`src/rtl/csram_arbiter.sv`:
```
// csram_arbiter: two-port request/ack arbiter and registered access sequencer for the asynchronous csram
module csram_arbiter #(
  parameter int ADDR_W      = 16,
  parameter int DATA_W      = 16,
  parameter int WAIT_STATES = 0
) (
  input  logic              in_clock,
  input  logic              in_reset,
  input  logic              a_req,
  input  logic              a_we,
  input  logic [ADDR_W-1:0] a_addr,
  input  logic [DATA_W-1:0] a_wdata,
  output logic              a_ack,
  output logic [DATA_W-1:0] a_rdata,
  input  logic              b_req,
  input  logic              b_we,
  input  logic [ADDR_W-1:0] b_addr,
  input  logic [DATA_W-1:0] b_wdata,
  output logic              b_ack,
  output logic [DATA_W-1:0] b_rdata,
  output logic [ADDR_W-1:0] mem_address,
  output logic [DATA_W-1:0] mem_wdata,
  output logic              mem_oe,
  output logic              mem_we,
  input  logic [DATA_W-1:0] mem_rdata,
  output logic              busy
);
  typedef enum logic [2:0] {IDLE, SETUP, WAIT, STROBE, DONE} state_t;
  localparam logic [3:0] WS_LAST = 4'(WAIT_STATES - 1);
  state_t state;
  logic owner_b, last_b, op_we;
  logic [3:0] cnt;
  logic grant_b, last_cycle;
  // B wins only when A is idle or A owned the previous grant
  assign grant_b = b_req & (~a_req | ~last_b);
  assign last_cycle = (state == SETUP && WAIT_STATES == 0) || (state == WAIT && cnt == WS_LAST);
  always_ff @(posedge in_clock or negedge in_reset) begin
    if (!in_reset) begin
      state <= IDLE;
      owner_b <= 1'b0;
      last_b <= 1'b1;
      op_we <= 1'b0;
      cnt <= '0;
      a_ack <= 1'b0;
      b_ack <= 1'b0;
      a_rdata <= '0;
      b_rdata <= '0;
      mem_address <= '0;
      mem_wdata <= '0;
      mem_oe <= 1'b0;
      mem_we <= 1'b0;
      busy <= 1'b0;
    end else begin
      a_ack <= 1'b0;
      b_ack <= 1'b0;
      case (state)
        IDLE: if (a_req | b_req) begin
          owner_b <= grant_b;
          last_b <= grant_b;
          op_we <= grant_b ? b_we : a_we;
          mem_address <= grant_b ? b_addr : a_addr;
          mem_wdata <= grant_b ? b_wdata : a_wdata;
          mem_oe <= ~(grant_b ? b_we : a_we);
          cnt <= '0;
          busy <= 1'b1;
          state <= SETUP;
        end
        SETUP, WAIT: if (!last_cycle) begin
          if (state == WAIT) cnt <= cnt + 4'd1;
          state <= WAIT;
        end else if (op_we) begin
          mem_we <= 1'b1;
          state <= STROBE;
        end else begin
          if (owner_b) b_rdata <= mem_rdata;
          else a_rdata <= mem_rdata;
          a_ack <= ~owner_b;
          b_ack <= owner_b;
          mem_oe <= 1'b0;
          state <= DONE;
        end
        STROBE: begin
          mem_we <= 1'b0;
          a_ack <= ~owner_b;
          b_ack <= owner_b;
          state <= DONE;
        end
        DONE: begin
          busy <= 1'b0;
          state <= IDLE;
        end
        default: state <= IDLE;
      endcase
    end
  end
endmodule

```
`config.mk`:
```
export PLATFORM = sky130hd
export DESIGN_NAME = csram_arbiter
export DESIGN_NICKNAME = d
export VERILOG_FILES = /design/src/rtl/csram_arbiter.sv
export SDC_FILE = /design/constraint.sdc
export NUM_CORES = 1
export LEC_CHECK = 0
export ABC_CLOCK_PERIOD_IN_PS = 2000
export BUFFER_PORTS_ARGS = -buffer_cell sky130_fd_sc_hd__buf_2
export CAP_MARGIN = 30
export CORE_MARGIN = 5
export CORE_UTILIZATION = 25
export CTS_BUF_LIST = sky130_fd_sc_hd__clkbuf_2 sky130_fd_sc_hd__clkbuf_4 sky130_fd_sc_hd__clkbuf_8
export CTS_CLUSTER_DIAMETER = 120
export DETAILED_ROUTE_END_ITERATION = 8
export PLACE_DENSITY = 0.52
export RECOVER_POWER = 50
export SKIP_CTS_REPAIR_TIMING = 1
export SLEW_MARGIN = 20
export SYNTH_ARGS = -nofsm -noshare
export SYNTH_HDL_FRONTEND = slang
export SYNTH_SLANG_ARGS = --single-unit
```
`constraint.sdc`:
```
create_clock -name in_clock -period 2 [get_ports in_clock]
set_clock_uncertainty 0.1 [all_clocks]
set_input_delay 0.3 -clock in_clock [delete_from_list [all_inputs] [get_ports in_clock]]
set_output_delay 0.3 -clock in_clock [all_outputs]
set_load 0.005 [all_outputs]
```
==> results of run 1 <==
[per-stage QoR]
stage          worst slack (ps)  instances
6_report                   56.0        635
3_3_place_gp                105        613
5_1_grt                    6.30        634
3_5_place_dp               37.1        613
2_1_floorplan               134        284
4_1_cts                    29.3        629
[path summary, 6_finish.rpt]
| check | cells past startpoint | start | end | slack (ps) |
|---|---|---|---|---|
| max in group asynchronous | 3 | in_reset | last_b | 420 |
| min in group asynchronous | 2 | in_reset | b_rdata[3] | 410 |
| min reg2reg | 1 | busy | busy | 390 |
| max reg2reg | 6 | cnt[0] | a_rdata[15] | 60 |
| min | 2 | mem_rdata[10] | a_rdata[10] | 60 |
| max | 6 | cnt[0] | a_rdata[15] | 60 |
[synth_stat cells, types with 2 or more instances]
cell type,n,share of area (%)
dfrtp_1,78,57
nor2_1,38,4.1
a21oi_1,35,5.1
mux2i_1,33,9.6
mux2_2,23,7.5
mux2_1,10,3.3
buf_2,9,1.3
nor3_1,7,1.0
buf_6,6,2.0
o21ai_0,5,0.73
inv_1,4,0.43
o21a_1,4,0.87
a31oi_1,3,0.54
buf_4,3,0.65
nand3_1,3,0.43
nor2b_1,3,0.54
nand2_1,2,0.22
xnor2_1,2,0.51
[power by group through the flow]
stage | clock [mW] | combinational, mW | sequential, mW
after detailed placement | 0 | 2.88 | 2.85
after global routing | 1.59 | 3.17 | 2.95
after CTS | 1.54 | 2.87 | 2.83
after global placement | 0 | 2.80 | 2.85
after floorplan | 0 | 1.61 | 2.86
final | 1.47 | 2.80 | 2.85
[per-layer routing]
metal | routed length, um | vias up | GRT usage, %
met5 | 11 | - | 0
met4 | 125 | 2 | 3.66
met3 | 1050 | 12 | 6.10
met2 | 3920 | 124 | 16.4
met1 | 3590 | 1268 | 13.0
li1 | - | 1329 | -
[critical path: stages, from the launching register on]
cell	delay [ps]
dfrtp_1	430
ha_4	190
nand4_4	130
nor4_4	240
o21a_2	250
clkbuf_16	180
mux2_1	320
[final cells by class]
type,count,area (um^2)
inverters,4,15.0
repair buffers,173,962
flip-flops and latches,79,1980
clock inverters,6,115
well taps,180,225
clock buffers,10,131
diodes,1,2.50
fillers,1388,8930
multi-input cells,182,1360
[cell families (layout without fill, tap and decap cells)]
| family | after synthesis | count (layout) |
|---|---|---|
| AO/OA/AOI/OAI | 52 | 52 |
| buffers and inverters | 23 | 193 |
| adder cells (fa/ha/maj) | 1 | 1 |
| AND/OR/NAND/NOR | 61 | 61 |
| other | 0 | 1 |
| flip-flops | 79 | 79 |
| multiplexers | 66 | 66 |
| XOR/XNOR | 2 | 2 |
[flip-flops by register name (all words and copies together) (netlist names), 3 cells and up]
signal,flops
mem_wdata,16
state,3
cnt,4
mem_address,16
b_rdata,16
a_rdata,16
==> summary.md, run 1 <==
| Metric | Value |
|---|---|
| CTS tree | yes |
| Total GRT Usage | a little over a tenth |
| Status | complete, no violations |
| DP HPWL | about 6.5 mm |
| Global-route wire length before repair | 13.9 mm |
| Max_cap viols | 0 |
| Main combinational cell family by area after synthesis | multiplexers |
| Clock power share | between 20 and 25% |
| Slew headroom | roughly 50% |
| Final Hold Viols | 0 |
| Vias/cell | 4.31 |
| Critical Path End Type | register |
| #FFs+latches synth | slightly below 80 |
| Core area | ~0.014 mm^2 |
| Mapped Area | ~0.0035 mm^2 |
| Number of top-level pins | between 150 and 200 |
| WP data arrival | 2100 ps |
| Number of flops mapped to enable cells by yosys | 0 |
| Mapped Nets | around 370 |
| Minimum clock period | slightly below 2000 ps |
| H-tree depth | 3 |
| Clk root buf | clkbuf_8 |
| Worst path required time | between 2000 and 2500 ps |
| Syn avg cell area | 12.2 um^2 |
| Peak supply drop | between 0.0005 and 0.0006 V |
| Combinational power share | around two fifths |
| Starting Density | between 20 and 30% |
| Hold slack | 63.0 ps |
| Share of layout cells above drive strength 1 | between 40% and 50% |
| Largest net degree at the start of global routing | 57 |
| Tcrit/Tclk final | 97.2% |
| Leakage | approximately 2.2 nW |
| Max Freq | about 510 MHz |
| Post-synth top flop | dfrtp_1 |
| Adder-cell share of the synthesized area | less than 1% |
| Final setup TNS | 0 ps |
| Initial antenna violation count | 1 |
| Synth unique cells | 34 |
| Switching power | ~2.5 mW |
| Pwr Density | 1490 mW/mm^2 |
| DR iter-0 viols | 56 |
| CTS Sinks | 79 |
| P_int | between 4 and 5 mW |
| P&R area growth vs syn | 38.9% |
| RSZ-0062 raised after global routing | no |
| Final Setup Violations | 0 |
| IO buf count | about 150 |
| Cell area after layout | 0.00479 mm^2 |
| Post-layout net count | around 540 |
| DRT antenna net count | 0 |
| Area of the die | around 0.016 mm^2 |
| Vias in the first global route | about 2800 |
| Reg power frac | about two fifths |
| Total CTS buffers | 9 |
| DRT Wirelength | 8.69 mm |
| Clk buf depth | 2 |
| Switching share of power | approximately a third |
| CP Launch Type | register |
| Yosys warns | 0 |
| Die span in x | between 100 and 150 um |
| Worst Max-Slew Pin Slew | 765 ps |
| Area fraction in compound gates after synthesis | 8.45% |
| Async SR Flop Fraction | 100% |
| Simple-Gate Fraction of Synth Area | ~8.6% |
| Critical path class | reg -> reg |
| Die height | about 130 um |
| Most frequent cells in the layout | buf_2 (130), dfrtp_1 (78), nor2_1 (38) |
| Layout Utilization | 34.9% |
| Final Max Slew Viols | 0 |
| Commonest non-fill, non-tap cell in the layout | buf_2 |
| DP Area | approximately 0.0045 mm^2 |
| Via count | ~2700 |
| GRT overflow | 0 |
| Sequential area share after synthesis | a little under three fifths |
| Clock transition at the registers of the reported paths | around 80 ps |
| Fraction of synthesized area in multiplexers | around 20% |
| Worst skew pair latency | 370 ps |
| Worst Hold Class | in -> reg |
| Final Power | around 7.1 mW |
| TritonRoute pass-1 iters | 4 |
| Row cnt | between 40 and 50 |
| Worst-path fanout max | 8 |
| Final routed DRC violation total | 0 |
| Final GP Congestion | about 0.8 |
| XOR/XNOR Fraction of Synth Area | less than 1% |
| Cell count after synthesis | 284 |
| Post-DR wirelength/cell | ~14 um |
No activity file was read; power rests on OpenSTA's default activity.
==> run 2: changes to the inputs <==
CORE_MARGIN = 2   (was 5)
==> run 2 against run 1 <==
  * Critical path type unchanged
  * Largest power group is now combinational logic
  * Register-to-register slack got worse by 50 ps
  * Highest routed layer unchanged
  * Via count increased by 0.62%
  * Die area decreased by 9.2%
  * Critical path depth decreased by 1
  * Maximum frequency decreased by 2.5%
==> summary.md, run 2 (synthesized netlist as in run 1, its figures left out) <==
| Metric | Value |
|---|---|
| Switching power | around 2.4 mW |
| Share of layout cells above drive strength 1 | about 49% |
| Leakage | 2.29 nW |
| P_int | 4.61 mW |
| Total CTS buffers | 9 |
| Clock power share | around 18% |
| Max_cap viols | 0 |
| Die height | approximately 120 um |
| Delay-heaviest family, CP | simple AND/OR/NAND/NOR gates |
| CTS Sinks | approximately 80 |
| Vias in the first global route | 2770 |
| Minimum clock period | 1990 ps |
| Critical path class | reg -> reg |
| Final Hold Viols | 0 |
| Via count | roughly 2800 |
| Setup WS post-layout | approximately 6.5 ps |
| Post-DR wirelength/cell | approximately 13 um |
| WP buf/inv | 2 |
| Tcrit/Tclk final | between 90 and 100% |
| Initial antenna violation count | 1 |
| CTS tree | yes |
| IO buf count | between 150 and 200 |
| Slowest stage delay, CP | about 470 ps |
| Number of top-level pins | roughly 160 |
| CP Launch Type | register |
| Slew headroom | 50.9% |
| Worst Max-Slew Pin Slew | between 700 and 800 ps |
| Commonest non-fill, non-tap cell in the layout | buf_2 |
| Worst path required time | about 2100 ps |
| Reg power frac | between 40% and 50% |
| R2R Setup Slk | about 6.5 ps |
| Combinational power share | between 40% and 50% |
| RSZ-0062 raised after global routing | yes |
| DP HPWL | slightly above 6 mm |
| Largest net degree at the start of global routing | between 60 and 70 |
| Layout Utilization | between 30% and 40% |
| Final Max Slew Viols | 0 |
| WP data arrival | about 2100 ps |
| DRT antenna net count | 0 |
| Global-route wire length before repair | approximately 13 mm |
| Final GP Congestion | about 0.76 |
| Worst-path fanout max | 8 |
| Vias/cell | ~4.3 |
| Cell area after layout | roughly 0.0048 mm^2 |
| DP Area | approximately 0.0045 mm^2 |
| Row cnt | 42 |
| Switching share of power | 34.5% |
| Final routed DRC violation total | 0 |
| Clk root buf | clkbuf_8 |
| Worst Hold Class | in -> reg |
| Total GRT Usage | 11.8% |
| Post-layout net count | roughly 540 |
| Max Freq | approximately 500 MHz |
| P&R area growth vs syn | 40.0% |
| Peak supply drop | ~0.00075 V |
| Ant diodes | 0 |
| DP Worst Slack | -132 ps |
| DRT Wirelength | between 8 and 9 mm |
| Die span in x | between 100 and 150 um |
| H-tree depth | 3 |
| Final Setup Violations | 0 |
| DR iter-0 viols | 73 |
| Core area | ~0.013 mm^2 |
| Hold slack | 71.5 ps |
| Most frequent cells in the layout | buf_2 (146), dfrtp_1 (78), nor2_1 (38) |
| Area of the die | 0.0148 mm^2 |
| Worst-path cell with the longest stage delay | nor4b_2 |
| CP Cell Sequence | nor4b_2 > buf_4 > o21a_4 > clkbuf_16 > mux2_2 |
| TritonRoute pass-1 iters | 4 |
| Critical Path End Type | register |
| Clk buf depth | 2 |
| Starting Density | between 20% and 30% |
| Clock transition at the registers of the reported paths | around 80 ps |
| Status | complete, no violations |
| Pwr Density | between 1000 and 1500 mW/mm^2 |
| GRT overflow | 0 |
| Worst skew pair latency | between 300 and 400 ps |
==> run 2: cell type report <==
class	count	area, um^2
sequential	79	1980
timing repair buffer	178	993
clock inverter	4	53.8
fill	1387	8520
inverter	4	15.0
clock buffer	12	159
multi-input combinational	182	1410
tap	176	220
==> run 2: worst paths after layout <==
check                                   start             to  cells after the start
worst min register to register           busy           busy                      1
worst min-delay path            mem_rdata[12]    a_rdata[12]                      2
worst max register to register       state[2]     a_rdata[5]                      5
min in group asynchronous            in_reset     b_rdata[2]                      2
worst max-delay path                 state[2]     a_rdata[5]                      5
max in group asynchronous            in_reset  mem_wdata[10]                      3
==> run 2: layer usage <==
metal	global-route usage (%)	part of all wire (%)	vias up
met4	5.24	2.0	2
met2	19.2	46	113
li1	-	-	1334
met1	13.8	44	1288
met5	0	0.15	-
met3	4.75	8.2	15
==> run 2: through the flow <==
stage               cells  TNS [ps]  total power [mW]
finish                635         0              7.04
global route          635      -496              7.68
CTS                   631     -2160              7.00
detailed placement    615     -1960              5.71
global placement      615     -1430              5.64
floorplan             284         0              4.47
==> run 2: power groups by stage <==
stage,logic [mW],clock network [mW],registers [mW]
after floorplan,1.61,0,2.86
after global placement,2.83,0,2.82
after detailed placement,2.89,0,2.83
after CTS,2.88,1.31,2.81
after global routing,3.34,1.39,2.94
final,2.97,1.24,2.83
